## config.mk

```make
export PLATFORM = sky130hd
export DESIGN_NAME = pipe_skid_reg
export DESIGN_NICKNAME = d
export VERILOG_FILES = /design/src/rtl/pipe_skid_reg.sv
export SDC_FILE = /design/constraint.sdc
export NUM_CORES = 1
export LEC_CHECK = 0
export BUFFER_PORTS_ARGS = -buffer_cell sky130_fd_sc_hd__buf_4
export CELL_PAD_IN_SITES_DETAIL_PLACEMENT = 1
export CELL_PAD_IN_SITES_GLOBAL_PLACEMENT = 2
export CORE_MARGIN = 5
export CORE_UTILIZATION = 31
export CTS_CLUSTER_DIAMETER = 150
export CTS_CLUSTER_SIZE = 8
export DETAILED_ROUTE_END_ITERATION = 8
export PLACE_DENSITY_LB_ADDON = 0.1
export SKIP_CTS_REPAIR_TIMING = 1
export SLEW_MARGIN = 25
export SYNTH_ARGS = -nofsm -noshare
export SYNTH_HDL_FRONTEND = slang
export SYNTH_SLANG_ARGS = --single-unit
```

## constraint.sdc

```tcl
create_clock -name clk -period 1.85 [get_ports clk]
set_input_delay 0.37 -clock clk [delete_from_list [all_inputs] [get_ports clk]]
set_output_delay 0.37 -clock clk [all_outputs]
set_load 0.01 [all_outputs]
```

## src/rtl/pipe_skid_reg.sv

```systemverilog
// Elastic pipeline register: valid/ready handshake backed by a 2-entry skid buffer, with synchronous flush.
// Optional PIPE_SKID_STATS_EN adds stall_cnt / flush_cnt statistics outputs.
module pipe_skid_reg #(
    parameter int unsigned       DATA_W    = 64,
    parameter logic [DATA_W-1:0] FLUSH_VAL = '0
) (
    input  logic              clk,
    input  logic              rst,
    input  logic              flush,
    input  logic              in_valid,
    output logic              in_ready,
    input  logic [DATA_W-1:0] in_data,
    output logic              out_valid,
    input  logic              out_ready,
    output logic [DATA_W-1:0] out_data
`ifdef PIPE_SKID_STATS_EN
    ,
    output logic [31:0]       stall_cnt,
    output logic [31:0]       flush_cnt
`endif
);

    typedef enum logic [1:0] {
        ST_EMPTY = 2'd0,
        ST_BUSY  = 2'd1,
        ST_FULL  = 2'd2
    } state_t;

    state_t              r_state;
    logic                r_in_ready;
    logic                r_out_valid;
    logic [DATA_W-1:0]   r_main;
    logic [DATA_W-1:0]   r_skid;
    logic                w_in_fire;
    logic                w_out_fire;

    assign w_in_fire  = in_valid & r_in_ready;
    assign w_out_fire = r_out_valid & out_ready;

    assign in_ready  = r_in_ready;
    assign out_valid = r_out_valid;
    assign out_data  = r_main;

    // Handshake flags are registered next to the state so in_ready never sees out_ready combinationally.
    always_ff @(posedge clk) begin
        if (rst) begin
            r_state     <= ST_EMPTY;
            r_in_ready  <= 1'b1;
            r_out_valid <= 1'b0;
            r_main      <= FLUSH_VAL;
            r_skid      <= FLUSH_VAL;
        end else if (flush) begin
            r_state     <= ST_EMPTY;
            r_in_ready  <= 1'b1;
            r_out_valid <= 1'b0;
            r_main      <= FLUSH_VAL;
        end else begin
            case (r_state)
                ST_EMPTY: begin
                    if (w_in_fire) begin
                        r_state     <= ST_BUSY;
                        r_out_valid <= 1'b1;
                        r_main      <= in_data;
                    end
                end
                ST_BUSY: begin
                    if (w_in_fire && w_out_fire) begin
                        r_main <= in_data;
                    end else if (w_in_fire) begin
                        r_state    <= ST_FULL;
                        r_in_ready <= 1'b0;
                        r_skid     <= in_data;
                    end else if (w_out_fire) begin
                        r_state     <= ST_EMPTY;
                        r_out_valid <= 1'b0;
                        r_main      <= FLUSH_VAL;
                    end
                end
                ST_FULL: begin
                    if (w_out_fire) begin
                        r_state    <= ST_BUSY;
                        r_in_ready <= 1'b1;
                        r_main     <= r_skid;
                    end
                end
                default: begin
                    r_state     <= ST_EMPTY;
                    r_in_ready  <= 1'b1;
                    r_out_valid <= 1'b0;
                    r_main      <= FLUSH_VAL;
                end
            endcase
        end
    end

`ifdef PIPE_SKID_STATS_EN
    logic [31:0] r_stall_cnt;
    logic [31:0] r_flush_cnt;

    // Free-running event counters; only rst clears them, they wrap naturally.
    always_ff @(posedge clk) begin
        if (rst) begin
            r_stall_cnt <= 32'd0;
            r_flush_cnt <= 32'd0;
        end else begin
            if (r_out_valid && !out_ready) begin
                r_stall_cnt <= r_stall_cnt + 32'd1;
            end
            if (flush && (r_state != ST_EMPTY)) begin
                r_flush_cnt <= r_flush_cnt + 32'd1;
            end
        end
    end

    assign stall_cnt = r_stall_cnt;
    assign flush_cnt = r_flush_cnt;
`endif

endmodule

```

==> results of run 1 <==
-- where the power goes --
group / switching (µW) / total (µW) / internal (µW)
Combinational: 543 / 942 / 400
Clock: 1330 / 3560 / 2230
Sequential: 44.3 / 2960 / 2910
-- layout make-up --
| class | count | area, µm² | share of cell area [%] |
|---|---|---|---|
| Multi-Input combinational cell | 544 | 3134 | 39.04 |
| Sequential cell | 132 | 2650 | 33.01 |
| Timing Repair Buffer | 159 | 1294 | 16.12 |
| Clock buffer | 20 | 466.7 | 5.814 |
| Tap cell | 265 | 331.6 | 4.130 |
| Clock inverter | 12 | 151.4 | 1.886 |
-- placed cells by master, fill, tap and decap left out, types with 2 or more instances in the layout --
cell / instances
bufinv_16: 3
o21bai_1: 2
a22oi_1: 64
clkbuf_8: 3
nand3_1: 67
o22ai_1: 64
clkinv_2: 3
clkinvlp_4: 3
clkbuf_16: 17
nor2b_1: 2
buf_4: 151
nor2_1: 66
dfxtp_2: 3
nand3b_1: 2
nand2_1: 131
mux2i_1: 64
a21oi_1: 66
buf_12: 8
dfxtp_1: 128
-- worst paths after layout --
kind	startpoint	to	slack (ns)	depth (start not counted)
max	in_ready	in_ready	0.06	2
min	in_data[52]	r_skid[52]	0.21	3
max reg2reg	r_state[1]	out_data[0]	0.30	5
min reg2reg	r_skid[37]	r_skid[37]	0.45	2
-- per-stage QoR --
step / power [µW] / hold WS, ns / cells / area (µm²) / utilization [%]
after global placement: 3938 / 0.4413 / 1100 / 7410 / 38.07
final: 7460 / 0.2133 / 1132 / 8028 / 41.25
after detailed placement: 3966 / 0.4485 / 1100 / 7410 / 38.07
after CTS: 7542 / 0.1972 / 1132 / 8028 / 41.25
after global routing: 7739 / 0.1991 / 1132 / 8028 / 41.25
after floorplan: 3540 / 0.4360 / 755 / 6146 / -
-- sequential cells by signal, summed over array words and instances, names as in the netlist --
name	count
in_ready	1
out_data	64
out_valid	1
r_skid	64
r_state	2
-- kinds of logic after synthesis --
group                  after synthesis
AND/OR/NAND/NOR                    277
AO/OA/AOI/OAI                      202
multiplexers                        64
buffers and inverters               79
XOR/XNOR                             1
flip-flops                         132
-- worst max-delay path: cells and delay by family (launching register included) --
family	cells	cell delay, ns
flip-flops	1	0.37
buffers and inverters	2	0.62
-- metal layers --
layer  vias to the layer above  part of all wire [%]
li1                       2892                     -
met1                      3026                    45
met2                       127                    49
met3                        30                   3.9
met4                         0                   2.0
met5                         -                     0
==> qor.tcl, run 1 <==
set qor(initial_core_util_pct) 31.58
set qor(critPathSlowestCell) {buf_4}
set qor(use_met1_pct) 24.41
set qor(startpoint_type) {flip-flop}
set qor(ys_warn_count) 0
set qor(top_level_ports) 135
set qor(clock.fmax_mhz) 559.3
set qor(grt.met2_usage_pct) 32.46
set qor(synth_common_cells) {132 x dfxtp_1, 131 x nand2_1, 67 x nand3_1}
set qor(area.growth.synth_to_final_pct) 30.62
set qor(first_pass_iters) 4
set qor(cts-buffers-inserted) 17
set qor(routed-via-count) 6075
set qor(cell_with_the_most_instances_after_synthesis) {dfxtp_1}
set qor(grt_pass1_wl_um) 34310
set qor(dp_hpwl_um) 13840
set qor(gr-usage-met3_pct) 2.902
set qor(finalWorstSetupSlack_ns) 0.06203
set qor(grt_start_max_net_pins) 65
set qor(syn_avg_cell_area_um2) 8.140
set qor(synth_ff_type) {dfxtp_1}
set qor(hold_path_class) {primary input to flip-flop}
set qor(antenna_found_initial) 0
set qor(synth_area_leaders) {dfxtp_1 43%, mux2i_1 10%, nand2_1 8.0%}
set qor(buffer_ports.inserted) 134
set qor(slew_headroom_pct) 48.78
set qor(cts.sink_count) 132
set qor(number_of_drc_violations_after_detailed_routing_iteration_0) 235
set qor(cp_cell_sequence) {buf_4 > buf_4}
set qor(yosysSeqAreaShare_pct) 43.00
set qor(async_flop_share_pct) 0
set qor(power_density_mw_per_mm2) 929.2
set qor(period_share_pct) 96.65
set qor(critical_path_arrival_ns) 1.42
set qor(detailedPlace.worstSlack_ns) 0.2099
set qor(period_minus_slack_ns) 1.788
set qor(post_synthesis_cell_count) 755
set qor(core_area_mm2) 0.01946
set qor(grt_pass1_vias) 6492
set qor(crit_top_cell) {buf_4}
set qor(run_status) {completed}
set qor(residual_drc) 0
set qor(final_antenna_diode_count) 0
set qor(timing.critical_path.to_type) {output pin}
set qor(globalplace.congestion) 0.7640
set qor(synthDominantCellAreaShare_pct) 43.00
set qor(worstPathMaxFanout) 34
set qor(gr-max-usage-layer) {met2}
set qor(ys_ff_latch) 132
set qor(route.detailed.vias_per_inst) 5.367
set qor(post_synth_instance_area_mm2) 0.006146
set qor(wl_um) 21440
set qor(synth-compound-area-share_pct) 21.15
set qor(worst_setup_hold_path_clk_slew_ns) 0.06
set qor(finalNetCount) 923
set qor(cts_htree_levels) 4
set qor(synth_xor_area_share_pct) 0.2647
set qor(final_antenna_net_count) 0
set qor(remaining_global_route_overflow) 0
set qor(ir_drop_mv) 0.6698
set qor(synth_largest_area_cell) {dfxtp_1}
set qor(die_h_um) 150.8
set qor(clk_latency_ns) 0.42
set qor(max_cap_violations) 0
set qor(count_of_pins_over_their_slew_limit) 0
set qor(critical_path_class) {flip-flop to output pin}
set qor(num-fill-cells) 2284
set qor(setup_violations) 0
set qor(synth.mux.area_fraction_pct) 10.42
set qor(cts_tree) {done}
set qor(synth-edff-count) 0
set qor(post_synthesis_share_of_cell_area_spent_on_and_or_nand_and_nor_gates_pct) 18.99
set qor(rsz0062_at_grt) {no}
set qor(detail_route.wl_per_cell_um) 18.94
set qor(cts_root_buffer) {clkbuf_16}
set qor(clock-skew-final_ns) 0.006745
set qor(overall_routing_resource_usage_pct) 19.12
set qor(hold_viol_final) 0
set qor(synthesis.nets) 824
set qor(die_outline_area_mm2) 0.02274
set qor(synth_adder_area_share_pct) 0
set qor(worstMarginPinSlew_ns) 0.7683
set qor(synth_top_family_by_area) {compound AO/OA/AOI/OAI gates}
set qor(worst_path_largest_cell_delay_ns) 0.41
set qor(leakage_dissipation_uw) 0.002864
set qor(layout-drive-gt1-share_pct) 23.18
set qor(synth.distinct_cells) 30
set qor(num_rows) 51
set qor(finalSetupTns_ns) 0
set qor(die_width_um) 150.8
set qor(worst-endpoint-required_ns) 1.48
set qor(cts_buffer_depth) 2
Power figures use the tool's default switching activity.
==> run 2: changes to the inputs <==
BUFFER_PORTS_ARGS = -buffer_cell sky130_fd_sc_hd__buf_2   (was -buffer_cell sky130_fd_sc_hd__buf_4)
==> run 2 against run 1 <==
Against the previous run: register-to-register slack worse by 0.03 ns; clock power fell by 14%; die area is the same; clock-buffer cell count is 2 higher; worst hold slack got worse by 0.00053 ns; clock skew hardly changed.
==> qor.tcl, run 2 (synthesized netlist as in run 1, its figures left out) <==
set qor(buffer_ports.inserted) 134 ;# unchanged
set qor(cts_htree_levels) 4 ;# unchanged
set qor(cts-buffers-inserted) 17 ;# unchanged
set qor(count_of_pins_over_their_slew_limit) 0 ;# unchanged
set qor(final_core_util_pct) 38.82 ;# -2.4 points
set qor(period_minus_slack_ns) 1.806 ;# +0.01810 ns
set qor(power.share.switching_pct) 25.79 ;# +0.032 points
set qor(layout-drive-gt1-share_pct) 22.12 ;# -1.1 points
set qor(number_of_drc_violations_after_detailed_routing_iteration_0) 254 ;# +8.1%
set qor(core_area_mm2) 0.01946 ;# unchanged
set qor(overall_routing_resource_usage_pct) 19.06 ;# -0.065 points
set qor(grt_pass1_vias) 6393 ;# -1.5%
set qor(gr-usage-met3_pct) 3.710 ;# +0.81 points
set qor(hold_path_class) {primary input to flip-flop}
set qor(leakage_dissipation_uw) 0.002746 ;# -4.1%
set qor(detailedPlace.worstSlack_ns) 0.1125 ;# -0.09742 ns
set qor(startpoint_type) {flip-flop}
set qor(use_met1_pct) 23.67 ;# -0.74 points
set qor(setup_violations) 0 ;# unchanged
set qor(post-place-cells) 1096 ;# -0.36%
set qor(die_h_um) 150.8 ;# unchanged
set qor(power.net_switching_uw) 1779 ;# -7.4%
set qor(routed-via-count) 6012 ;# -1.0%
set qor(die_outline_area_mm2) 0.02274 ;# unchanged
set qor(cts_tree) {done}
set qor(clock.fmax_mhz) 553.7 ;# -1.0%
set qor(worst_setup_hold_path_clk_slew_ns) 0.06 ;# about the same
set qor(timing.critical_path.to_type) {output pin}
set qor(power.share.combinational_pct) 12.6 ;# about the same
set qor(clock-skew-final_ns) 0.006734 ;# -0.00001158 ns
set qor(final-instance-count-excl-fill) 1124 ;# -0.71%
set qor(share_seq_of_total_power_pct) 42.8 ;# +3.2 points
set qor(max_cap_violations) 0 ;# unchanged
set qor(period_share_pct) 97.63 ;# +0.98 points
set qor(hold_viol_final) 0 ;# unchanged
set qor(wl_um) 21410 ;# -0.14%
set qor(route.detailed.vias_per_inst) 5.349 ;# -0.33%
set qor(run_status) {completed}
set qor(power.share.clock_pct) 44.6 ;# -3.1 points
set qor(power_report.internal_total_uw) 5119 ;# -7.6%
set qor(initial_core_util_pct) 31.58 ;# unchanged
set qor(final_antenna_diode_count) 0 ;# unchanged
set qor(worst-endpoint-required_ns) 1.48 ;# about the same
set qor(globalplace.congestion) 0.7295 ;# -4.5%
set qor(die_width_um) 150.8 ;# unchanged
set qor(ir_drop_mv) 0.6563 ;# -2.0%
set qor(cts.sink_count) 132 ;# unchanged
set qor(cts_buffer_depth) 2 ;# unchanged
set qor(top_level_ports) 135 ;# unchanged
set qor(critical_path_arrival_ns) 1.44 ;# +0.02 ns
set qor(dp_hpwl_um) 13390 ;# -3.3%
set qor(finalWorstSetupSlack_ns) 0.04393 ;# -0.01810 ns
set qor(grt.met2_usage_pct) 33.07 ;# +0.60 points
set qor(gr-max-usage-layer) {met2}
set qor(residual_drc) 0 ;# unchanged
set qor(finalSetupTns_ns) 0 ;# unchanged
set qor(first_pass_iters) 4 ;# unchanged
set qor(finalNetCount) 919 ;# -0.43%
set qor(grt_pass1_wl_um) 34050 ;# -0.74%
set qor(num-fill-cells) 2348 ;# +2.8%
set qor(clk_latency_ns) 0.42 ;# about the same
set qor(layout.cells.most_common) {buf_2}
set qor(worstMarginPinSlew_ns) 0.8092 ;# +0.04087 ns
set qor(power_density_mw_per_mm2) 913.0 ;# -1.7%
set qor(commonest_non_fill_non_tap_cells_in_the_layout) {134 x buf_2, 131 x nand2_1, 128 x dfxtp_1}
set qor(remaining_global_route_overflow) 0 ;# unchanged
set qor(grt_start_max_net_pins) 65 ;# unchanged
set qor(worst_setup_slack_for_register_to_register_paths_ns) 0.27 ;# -0.03 ns
set qor(num_rows) 51 ;# unchanged
set qor(rsz0062_at_grt) {no}
set qor(area.growth.synth_to_final_pct) 22.94
set qor(detail_route.wl_per_cell_um) 19.04 ;# +0.57%
set qor(critical_path_class) {flip-flop to output pin}
set qor(cts_root_buffer) {clkbuf_16}
set qor(slew_headroom_pct) 46.05 ;# -2.7 points
set qor(final_antenna_net_count) 0 ;# unchanged
set qor(worstPathMaxFanout) 37 ;# +8.8%
set qor(antenna_found_initial) 1 ;# +1
set qor(total_power_uw) 6899 ;# -7.5%
==> run 2: worst paths after layout <==
| kind | start | to | cells after the start |
|---|---|---|---|
| worst min-delay path | in_data[22] | r_skid[22] | 3 |
| worst max-delay path | in_ready | in_ready | 2 |
| worst min register to register | r_skid[35] | r_skid[35] | 2 |
| worst max register to register | r_state[1] | r_skid[60] | 5 |
==> run 2: critical path: stages, from the launching register on <==
cell and delay (ns):
dfxtp_2 0.35, buf_4 0.43, buf_2 0.22
==> run 2: per-stage QoR <==
step	hold slack, ns	cell area (µm²)
6_report	0.2128	7556
5_1_grt	0.2067	7556
4_1_cts	0.1936	7552
3_5_place_dp	0.4477	7032
3_3_place_gp	0.4413	7032
2_1_floorplan	0.4360	6146
==> run 2: power groups by stage <==
stage          Clock [µW]  Combinational (µW)  Sequential (µW)
2_1_floorplan           0                 511             3030
3_3_place_gp            0                 859             3010
3_5_place_dp            0                 878             3020
4_1_cts              3170                 880             2950
5_1_grt              3270                 961             2960
6_report             3070                 871             2950
==> run 2: layout make-up <==
class                      instances  area, µm²  share of cell area (%)
timing repair buffer             155      919.6                   12.17
sequential                       132       2650                   35.07
multi-input combinational        544       3134                   41.48
clock inverter                     6      56.30                  0.7452
tap                              265      331.6                   4.388
clock buffer                      22      464.2                   6.143
==> run 2: per-layer routing <==
| metal | vias up | wire (µm) |
|---|---|---|
| li1 | 2877 | - |
| met1 | 2974 | 9765 |
| met2 | 128 | 10510 |
| met3 | 31 | 725 |
| met4 | 2 | 395 |
| met5 | - | 14 |
==> run 3: changes to the inputs <==
BUFFER_PORTS_ARGS = default   (was -buffer_cell sky130_fd_sc_hd__buf_2)
CORE_UTILIZATION = 37   (was 31)
DONT_BUFFER_PORTS = 1   (was default)
==> run 3 against run 2 <==
Against the previous run: sequential power grew 1%; maximum frequency grew 8.4%; combinational power shrank 27%; largest cell class unchanged; worst hold slack lost 0.18 ns; critical endpoint is now out_data[1]; critical path depth grew 3; register-to-register slack lost 0.09 ns; clock power is essentially flat; core utilization grew 2.6 points; final cell count shrank 15%; sequential share of layout area grew 3.8 points; routed wire length shrank 6.1%; via count shrank 8.4%.
==> qor.tcl, run 3 (synthesized netlist as in run 1, its figures left out) <==
set qor(first_pass_iters) 4 ;# unchanged
set qor(die_h_um) 138.9 ;# -7.9%
set qor(clk_latency_ns) 0.41 ;# about the same
set qor(leakage_dissipation_uw) 0.002127 ;# -23%
set qor(hold_viol_final) 0 ;# unchanged
set qor(critical-path-top-delay-family) {buffers and inverters}
set qor(critical_path_arrival_ns) 1.97 ;# +0.53 ns
set qor(ir_drop_mv) 0.6164 ;# -6.1%
set qor(crit-reg2reg-launch) {r_state[1]}
set qor(route.detailed.vias_per_inst) 5.799 ;# +8.4%
set qor(grt_pass1_vias) 5767 ;# -9.8%
set qor(count_of_pins_over_their_slew_limit) 0 ;# unchanged
set qor(period_minus_slack_ns) 1.665 ;# -0.1407 ns
set qor(startpoint_type) {flip-flop}
set qor(grt.met2_usage_pct) 35.49 ;# +2.4 points
set qor(worst-path-stages) 5 ;# +3
set qor(gr-usage-met3_pct) 8.448 ;# +4.7 points
set qor(reg2reg_to) {out_data[1]}
set qor(final-instance-count-excl-fill) 950 ;# -15%
set qor(core_area_mm2) 0.01647 ;# -15%
set qor(cp_cell_sequence) {buf_4 > mux2i_1 > o22ai_1 > a22oi_1 > nor2_1}
set qor(cts_tree) {done}
set qor(antenna_found_initial) 0 ;# -1
set qor(worst-endpoint-required_ns) 2.15 ;# +0.67 ns
set qor(worst_hold_path.endpoint) {r_skid[25]}
set qor(worstMarginPinSlew_ns) 0.6447 ;# -0.1644 ns
set qor(layout-drive-gt1-share_pct) 8.082 ;# -14 points
set qor(die_outline_area_mm2) 0.01929 ;# -15%
set qor(residual_drc) 0 ;# unchanged
set qor(worst_setup_hold_path_clk_slew_ns) 0.06 ;# about the same
set qor(run_status) {completed}
set qor(layout.cells.most_common) {nand2_1}
set qor(initial_core_util_pct) 37.33 ;# +5.7 points
set qor(top_level_ports) 135 ;# unchanged
set qor(final_antenna_net_count) 0 ;# unchanged
set qor(slew_headroom_pct) 57.02 ;# +11 points
set qor(post-place-cells) 920 ;# -16%
set qor(cts_buffer_depth) 2 ;# unchanged
set qor(cts_htree_levels) 4 ;# unchanged
set qor(reg2regPathDepth) 5 ;# unchanged
set qor(globalplace.congestion) 0.6932 ;# -5.0%
set qor(detail_route.wl_per_cell_um) 21.16 ;# +11%
set qor(min_path_cells) 1 ;# -2
set qor(use_met1_pct) 23.64 ;# -0.030 points
set qor(cts_root_buffer) {clkbuf_16}
set qor(num_rows) 47 ;# -7.8%
set qor(worst_path_largest_cell_delay_ns) 0.50 ;# +0.07 ns
set qor(grt_start_max_net_pins) 66 ;# +1.5%
set qor(overall_routing_resource_usage_pct) 20.70 ;# +1.6 points
set qor(num-fill-cells) 1943 ;# -17%
set qor(min-delay-start) {rst}
set qor(finalNetCount) 788 ;# -14%
set qor(remaining_global_route_overflow) 0 ;# unchanged
set qor(power_density_mw_per_mm2) 984.8 ;# +7.9%
set qor(timing.hold.ws_ns) 0.03279 ;# -0.1800 ns
set qor(buffer_ports.inserted) 0 ;# -100%
set qor(gr-max-usage-layer) {met2}
set qor(routed-via-count) 5509 ;# -8.4%
set qor(critical_path_class) {flip-flop to flip-flop}
set qor(period_share_pct) 90.02 ;# -7.6 points
set qor(max_cap_violations) 0 ;# unchanged
set qor(commonest_non_fill_non_tap_cells_in_the_layout) {131 x nand2_1, 128 x dfxtp_1, 67 x nand3_1}
set qor(clock-skew-final_ns) 0.006982 ;# +0.0002485 ns
set qor(die_width_um) 138.9 ;# -7.9%
set qor(number_of_drc_violations_after_detailed_routing_iteration_0) 267 ;# +5.1%
set qor(grt_pass1_wl_um) 32100 ;# -5.7%
set qor(area.growth.synth_to_final_pct) 10.91
set qor(final_antenna_diode_count) 0 ;# unchanged
set qor(dp_hpwl_um) 12790 ;# -4.5%
set qor(setup_violations) 0 ;# unchanged
set qor(rsz0062_at_grt) {no}
set qor(cp_num_buf_inv) 1 ;# -1
set qor(cts.sink_count) 132 ;# unchanged
set qor(timing.critical_path.to_type) {flip-flop}
set qor(worst_setup_slack_for_register_to_register_paths_ns) 0.18 ;# -0.09 ns
set qor(finalSetupTns_ns) 0 ;# unchanged
set qor(total_power_uw) 6713 ;# -2.7%
set qor(hold_path_class) {primary input to flip-flop}
set qor(wl_um) 20100 ;# -6.1%
set qor(clock.fmax_mhz) 600.5 ;# +8.4%
set qor(critPathSlowestCell) {buf_4}
set qor(worstPathMaxFanout) 31 ;# -16%
set qor(cts-buffers-inserted) 17 ;# unchanged
run 3: cell count changes in the layout (fill, tap and decap cells not counted), sizes merged:
cell,change
clkbuf,+2
inv,-1
clkinv,+1
buf,-131
run 3: final cells by class:
class	count	area, µm²	area share, %
Clock buffer	24	471.7	6.920
Sequential cell	132	2650	38.88
Multi-Input combinational cell	544	3134	45.98
Clock inverter	6	55.05	0.8076
Tap cell	220	275.3	4.038
Timing Repair Buffer	24	230.2	3.377
run 3: worst max-delay path by stage:
| stage | to | start |
|---|---|---|
| 5_1_grt | out_data[51] | r_state[1] |
| 4_1_cts | out_data[1] | r_state[1] |
| 3_5_place_dp | out_data[62] | r_state[1] |
| 2_1_floorplan | r_skid[10] | out_valid |
| 6_report | out_data[1] | r_state[1] |
| 3_3_place_gp | out_data[20] | r_state[1] |
run 3: metal layers:
layer / wire (µm) / share of wire [%]
met2: 9967 / 50
met4: 265 / 1.3
met1: 8314 / 41
met5: 0 / 0
met3: 1550 / 7.7
run 3: worst register-to-register path, stage by stage (launching register included):
cell and delay, ns:
dfxtp_4 0.40, buf_4 0.50, mux2i_1 0.29, o22ai_1 0.14
a22oi_1 0.17, nor2_1 0.05
run 3: where the power goes:
| part | switching (µW) | internal, µW | leakage, µW | total, µW |
|---|---|---|---|---|
| clock | 1200 | 1890 | 0.000263 | 3090 |
| combinational | 395 | 239 | 0.000793 | 634 |
| sequential | 73.9 | 2910 | 0.00107 | 2990 |
| total | 1670 | 5040 | 0.00213 | 6710 |
run 3: through the flow:
step | instance area [µm²] | setup slack (ns) | util, %
final | 6817 | 0.1846 | 41.40
after global routing | 6817 | 0.05628 | 41.40
after floorplan | 6146 | 0.3929 | -
after global placement | 6290 | 0.2605 | 38.20
after CTS | 6817 | 0.1538 | 41.40
after detailed placement | 6290 | 0.1899 | 38.20
